--- src/rtl/instr_mem_loader.sv ---
// rtl/instr_mem_loader.sv - byte-stream program loader that fills instruction memory
// Packs hi/lo byte pairs into words, writes them, and optionally reads each word back to check it.
module instr_mem_loader #(
  parameter int ADDR_W = 16,
  parameter int VERIFY = 1,
  parameter int ERR_W  = 8
) (
  input  logic              clock,
  input  logic              reset_n,
  input  logic              start,
  input  logic [ADDR_W-1:0] base_addr,
  input  logic [15:0]       word_count,
  input  logic [7:0]        byte_in,
  input  logic              byte_valid,
  output logic              byte_ready,
  output logic [1:0]        Control,
  output logic [ADDR_W-1:0] InstrAddr,
  output logic [15:0]       InstrIn,
  input  logic [15:0]       InstrOut,
  output logic              busy,
  output logic              done,
  output logic              error,
  output logic [ERR_W-1:0]  err_count
);

  typedef enum logic [2:0] {IDLE, RX_HI, RX_LO, WRITE, VREAD, VCHECK, DONE} state_t;

  state_t            state, stateNext;
  logic [ADDR_W-1:0] addr, addrNext;
  logic [15:0]       remaining, remainingNext;
  logic [7:0]        hiByte, hiNext, loByte, loNext;
  logic              errorNext;
  logic [ERR_W-1:0]  errCountNext;
  logic              doAdvance;
  logic              accept;

  assign accept = byte_valid && byte_ready;

  always_comb begin
    stateNext     = state;
    addrNext      = addr;
    remainingNext = remaining;
    hiNext        = hiByte;
    loNext        = loByte;
    errorNext     = error;
    errCountNext  = err_count;
    doAdvance     = 1'b0;
    case (state)
      IDLE: begin
        if (start) begin
          addrNext      = base_addr;
          remainingNext = word_count;
          errorNext     = 1'b0;
          errCountNext  = '0;
          stateNext     = (word_count == 16'd0) ? DONE : RX_HI;
        end
      end
      RX_HI: begin
        if (accept) begin
          hiNext    = byte_in;
          stateNext = RX_LO;
        end
      end
      RX_LO: begin
        if (accept) begin
          loNext    = byte_in;
          stateNext = WRITE;
        end
      end
      WRITE: begin
        if (VERIFY != 0) stateNext = VREAD;
        else             doAdvance = 1'b1;
      end
      VREAD:  stateNext = VCHECK;
      VCHECK: begin
        // Read data arrives the cycle after the VREAD command.
        if (InstrOut != {hiByte, loByte}) begin
          errorNext = 1'b1;
          if (err_count != {ERR_W{1'b1}}) errCountNext = err_count + ERR_W'(1);
        end
        doAdvance = 1'b1;
      end
      DONE:    stateNext = IDLE;
      default: stateNext = IDLE;
    endcase
    if (doAdvance) begin
      if (remaining == 16'd1) begin
        stateNext = DONE;
      end else begin
        remainingNext = remaining - 16'd1;
        addrNext      = addr + ADDR_W'(1);
        stateNext     = RX_HI;
      end
    end
  end

  // Outputs are registered from the next state so they line up with the state they describe.
  always_ff @(posedge clock or negedge reset_n) begin
    if (!reset_n) begin
      state      <= IDLE;
      addr       <= '0;
      remaining  <= '0;
      hiByte     <= '0;
      loByte     <= '0;
      byte_ready <= 1'b0;
      Control    <= 2'b00;
      InstrAddr  <= '0;
      InstrIn    <= '0;
      busy       <= 1'b0;
      done       <= 1'b0;
      error      <= 1'b0;
      err_count  <= '0;
    end else begin
      state      <= stateNext;
      addr       <= addrNext;
      remaining  <= remainingNext;
      hiByte     <= hiNext;
      loByte     <= loNext;
      error      <= errorNext;
      err_count  <= errCountNext;
      byte_ready <= (stateNext == RX_HI) || (stateNext == RX_LO);
      busy       <= (stateNext != IDLE);
      done       <= (stateNext == DONE);
      Control    <= (stateNext == WRITE) ? 2'b10 :
                    (stateNext == VREAD) ? 2'b01 : 2'b00;
      if (stateNext == WRITE || stateNext == VREAD) InstrAddr <= addrNext;
      if (stateNext == WRITE) InstrIn <= {hiNext, loNext};
    end
  end

endmodule

--- config.mk ---
export PLATFORM = sky130hd
export DESIGN_NAME = instr_mem_loader
export DESIGN_NICKNAME = d
export VERILOG_FILES = /design/src/rtl/instr_mem_loader.sv
export SDC_FILE = /design/constraint.sdc
export NUM_CORES = 1
export LEC_CHECK = 0
export BUFFER_PORTS_ARGS = -buffer_cell sky130_fd_sc_hd__buf_2
export CAP_MARGIN = 20
export CORE_MARGIN = 4
export CORE_UTILIZATION = 54
export DETAILED_ROUTE_END_ITERATION = 8
export GPL_TIMING_DRIVEN = 0
export PLACE_DENSITY = 0.77
export SLEW_MARGIN = 0
export SYNTH_ARGS = -nofsm -noshare
export SYNTH_HDL_FRONTEND = slang
export SYNTH_SLANG_ARGS = --single-unit
export TNS_END_PERCENT = 100
--- constraint.sdc ---
create_clock -name clock -period 2.25 [get_ports clock]
set_input_delay 0.1125 -clock clock [delete_from_list [all_inputs] [get_ports clock]]
set_output_delay 0.1125 -clock clock [all_outputs]
set_load 0.01 [all_outputs]
# After elaboration in Yosys (flattened, before gate mapping)
# Index checks and enable logic that the tools add are counted.
word_totals:
  word_cells: 70
  inputBits: 60
  out_inout_bits: 46
  reg_bits: 97
op_classes:
  addsub: 3
  muxes: 29
  eq_ne: 16
  n_reduce_logical: 9
ops:
  columns: ["operator", "n"]
  rows:
  - ["2-to-1 mux 16 bit", 8]
  - ["2-to-1 mux 8 bit", 7]
  - ["2-to-1 mux 3 bit", 6]
  - ["case mux 3 bit (6 select lines)", 1]
  - ["adder 16 x 1 -> 16 bit, second input constant", 1]
  - ["== test 16 x 1 -> 1 bit, second input constant", 1]
  - ["zero test 16 bit", 1]
  - ["!= test 16 bit", 1]
  - ["case mux 8 bit (2 select lines)", 1]
  - ["subtractor 16 x 1 -> 16 bit, second input constant", 1]
  - ["== test 3 x 2 -> 1 bit, second input constant", 4]
  - ["== test 3 bit, second input constant", 4]
  - ["adder 8 x 1 -> 8 bit, second input constant", 1]
  - ["!= test 8 bit, second input constant", 1]
  - ["== test 3 x 1 -> 1 bit, second input constant", 2]
  - ["!= test 2 bit, second input constant", 3]
  - ["2-to-1 mux 1 bit", 4]
  - ["AND reduction 4 bit", 1]
  - ["zero test 3 bit", 1]
  - ["AND reduction 3 bit", 1]
  - ["nonzero test 3 bit", 1]
  - ["logical OR 1 bit", 2]
  - ["2-to-1 mux 2 bit", 1]
  - ["case mux 1 bit (2 select lines)", 1]
  - ["2 further kinds", 2]

# Longest topological paths before layout
depth:
  word_depth: 8
  mapped_depth: 10
  ltp_nobuf: 7

# Least setup slack after synthesis
# Ideal clock, no wire load.
synth_path:
  path_kind: "flip-flop to flip-flop"
  startpoint: "reg remaining[1]"
  endpoint: "reg addr[13]"
  required_time_ns: 2.123
  arrival_time_ns: 1.905
  path_slack_ns: 0.218
  path_stages_with_launch: 11
  path_buffers: 3
  period_less_slack_ns: 2.032
  setup_ns: 0.127
  path_cell_list: "dfrtp_1 inv_1 ha_1 nor4b_1 and4_1 buf_4 nor2_2 buf_6 buf_6 a32oi_1 nand3_1"
synth_between:
  elab_chain_cells: 3
synth_rtl:
  columns: ["element", "line", "rtl"]
  rows:
  - ["from (decl)", "30", "logic [15:0] remaining, remainingNext;"]
  - ["from (signal assigned)", "116", "remaining <= remainingNext;"]
  - ["== test 16 x 1 -> 1 bit", "87", "if (remaining == 16'd1) begin"]
  - ["2-to-1 mux 16 bit", "87", null]
  - ["2-to-1 mux 16 bit", "86", "if (doAdvance) begin"]
  - ["via addrNext[13]", "29", "logic [ADDR_W-1:0] addr, addrNext;"]
  - ["to (signal assigned)", "115", "addr <= addrNext;"]
  - ["to (decl)", "29", null]
# The timed path passes the listed nets, and every way through them passes these cells.
# A chain may end at the register's enable or synchronous reset.

# Worst setup path in the final report
layout_path:
  startpoint: "reg remaining[2]"
  endpoint: "reg remaining[11]"
layout_between:
  elab_chain_cells: 3
  elab_cells_between_ends: 4
  classes_between: "add/sub: 1; eq/ne: 1; mux: 2"
layout_rtl:
  columns: ["element", "line"]
  rows:
  - ["subtractor 16 x 1 -> 16 bit / == test 16 x 1 -> 1 bit (equally long branches)", "90, 87"]
  - ["2-to-1 mux 16 bit *", "87"]
  - ["2-to-1 mux 16 bit *", "86"]
  - ["via remainingNext[11]", "30"]
# Mark *: on every way through the listed nets, which the timed path passes. The rest lies on a longest branch.

==> metrics.txt <==
outcome completed; total track usage 25.8%; Worst Hold End addr[10]$_DFF_PN0_; die height 102 µm; Post-Route WL roughly 13 mm; Worst Path Buf+Inv 1; Area contributors post-synth dfrtp_1 50%, nand2_1 6.0%, mux2_2 4.0%; Initial DRC Count 232; Core Area 8680 µm²; Final Hold Vio Count 0; post-synth top area share 50.5%; reg2reg setup slack 0.008 ns; Peak supply drop approximately 0.00056 V; first-pass GRT wire length roughly 21 mm; Post-Synth Simple-Gate Area 22.2%; synthesis-stage register bit count between 90 and 100; vias in the first global route about 4.3k; # H-tree levels 3; pre-CTS setup slack -0.235 ns; Net Sw Frac roughly two fifths; row cnt 34; via count ~4.4k; sequential share of power 41.4%; final net count between 600 and 700; WL per Instance 18.4 µm; CP arrival 2.49 ns; switching power 0.00313 W; total CTS buffers 9; total leakage power 2.78 nW; EDFF count, synth 0; DR pass1 iterations 5; final period utilization 99.6%; Root Driver clkbuf_8; main combinational cell family by area after synthesis simple AND/OR/NAND/NOR gates; PwrDens approximately 1300 nW/µm²; CTS tree built; CP startpoint kind register; port buffer count 105; layout cells sized above 1 between 20 and 30%; ANT nets after route 0; CP Data Required Time 2.50 ns; clock skew around 0.016 ns; CTS Buffer Depth 2; Synth Area per Inst 9.89 µm²; Post-Synth XOR/XNOR Area 2.91%; initial antenna violation count 0; Synthesis Warnings 0; die area between 10000 and 15000 µm²; Slew Limit Headroom a little under half; worst r2r path cells 6; Top Ports 106; final cell count without fillers 732; Post-Synth Adder-Cell Area 1.04%; hold_sp base_addr[10]; Reg2Reg Capture Point remaining[11]$_DFF_PN0_; Ant. Diodes 0; Starting Density 55.4%; critical path peak fanout 7; setup total negative slack 0 ns; DR DRC count 0; DIE WIDTH between 100 and 150 µm; area leader, netlist dfrtp_1; Setup crit start remaining[2]$_DFF_PN0_; final worst path period need 2.24 ns; clk sinks 97; syn_nets 550; Compound-Gate Fraction of Synth Area between 15 and 20%; CP Class reg -> reg; slew at the pin closest to its max-slew limit about 0.82 ns; largest net degree at the start of global routing 54; P&R area growth vs syn 24.8%; setup violators final 0; Clk Latency, worst-skew pair 0.37 ns; delay-heaviest family, CP simple AND/OR/NAND/NOR gates; FF-to-FF Start remaining[2]$_DFF_PN0_; max incr delay on CP 0.48 ns; top_reg_cell synth dfrtp_1; Mapped Cells 486; Synth Cell Area 4810 µm²; Cells after DPL 700; worst hold stages 3; DPL Wire Length 9.42 mm; Distinct cells, synth 63; clock power share about 17%; GRT overflow 0; most common cell after layout, fill and taps aside buf_2; mux share of post-synthesis cell area under 10%; FMAX 446 MHz; CP Cell Sequence or3_1 -> or4_1 -> buf_2 -> o311ai_2 -> nand2_1 -> a221o_1; clock-pin slew on the worst setup and hold paths ~0.10 ns; Overall Power 0.00769 W; most frequent cells in the layout 108 x buf_2, 96 x dfrtp_1, 76 x nand2_1, 41 x nor2_1, 23 x a21oi_1; worst hold path class in -> reg; Internal Power 0.00456 W; global placement routability congestion between 0.9 and 1; Core Util, Final between 60% and 70%; asr flop ratio synth 100%; DR vias/cell between 6 and 7; Comb pwr share around two fifths; Slew Limit Fails 0; MaxCap Viol Count 0; worst setup slack after layout 0.00850 ns; register area share after synthesis 50.5%; element type at the critical path end register; CP max-delay cell dfrtp_1
-- routing by layer --
layer	GRT usage, %	share of wire (%)
met2	40.5	48
met4	9.89	2.3
met5	0	0
met1	35.2	42
met3	5.73	7.9
-- final cells by class --
class	count	area, µm²
flip-flops and latches	97	2430
fillers	664	2680
inverters	13	48.8
plain buffers	23	136
clock buffers	11	141
well taps	108	135
repair buffers	124	721
multi-input cells	352	2310
clock inverters	4	76.3
-- worst reg2reg max path: stages, from the launching register on --
cell,delay [ns]
dfrtp_1,0.48
or3_1,0.42
or4_1,0.40
buf_2,0.19
o311ai_2,0.24
nand2_1,0.11
a221o_1,0.29
-- logic make-up (layout without fill, tap and decap cells) --
| group | Yosys count | after routing |
|---|---|---|
| AO/OA/AOI/OAI | 100 | 100 |
| buffers and inverters | 37 | 175 |
| XOR/XNOR | 16 | 16 |
| flip-flops | 97 | 97 |
| multiplexers | 20 | 20 |
| adder cells (fa/ha/maj) | 4 | 4 |
| AND/OR/NAND/NOR | 212 | 212 |
-- flip-flops by register name (all words and copies together), names as in the netlist --
register	flops
state	3
loByte	8
addr	16
InstrAddr	16
busy	1
error	1
hiByte	8
done	1
Control	2
InstrIn	16
byte_ready	1
remaining	16
err_count	8
-- power groups by stage --
stage	clock, W	combinational [W]	sequential (W)
after floorplan	0	0.00194	0.00318
after global placement	0	0.00292	0.00310
final	0.00128	0.00322	0.00318
after CTS	0.00128	0.00310	0.00313
after global routing	0.00136	0.00354	0.00328
after detailed placement	0	0.00306	0.00315
-- stage by stage --
step                      cell area, µm²  hold WS, ns
after floorplan                     4810       -0.183
after global placement              5470        0.344
after detailed placement            5500        0.162
after CTS                           5860      0.00972
after global routing                6000       0.0141
final                               6000       0.0101
-- cells in the mapped netlist, drive strengths merged (2+ instances only) --
cell type,number
nand4,11
inv,13
nand3b,2
o31ai,3
nor2,43
nor3,18
mux2,17
o211ai,5
and3,10
dfrtp,97
nand2b,3
nor2b,3
a21oi,24
o22ai,2
o221a,2
nand3,12
a311oi,11
ha,4
a211oi,11
xnor2,16
and2,6
nand2,77
a31oi,2
buf,9
o32ai,2
mux2i,3
nor4,14
o311ai,2
o21a,8
clkbuf,15
and4,4
or3,6
a221o,4
o21ai,16
-- how the worst max path moves through the flow --
stage	end	slack, ns	depth (start not counted)
4_1_cts	addr[12]$_DFF_PN0_	-0.07	7
6_report	remaining[11]$_DFF_PN0_	0.008	6
3_3_place_gp	remaining[11]$_DFF_PN0_	-0.09	8
3_5_place_dp	remaining[11]$_DFF_PN0_	-0.24	8
2_1_floorplan	addr[13]$_DFF_PN0_	0.22	10
5_1_grt	remaining[11]$_DFF_PN0_	-0.05	6
-- what timing repair did --
| item | 4_1_cts | 5_1_grt |
|---|---|---|
| hold buffers | 12 | 0 |
| setup buffers | 0 | 6 |
| endpoints found under the hold margin | 62 | 0 |
| pin swaps | 1 | 5 |
| endpoints found under the setup margin | 59 | 59 |
| resized for setup | 8 | 26 |
Power figures use the tool's default switching activity.
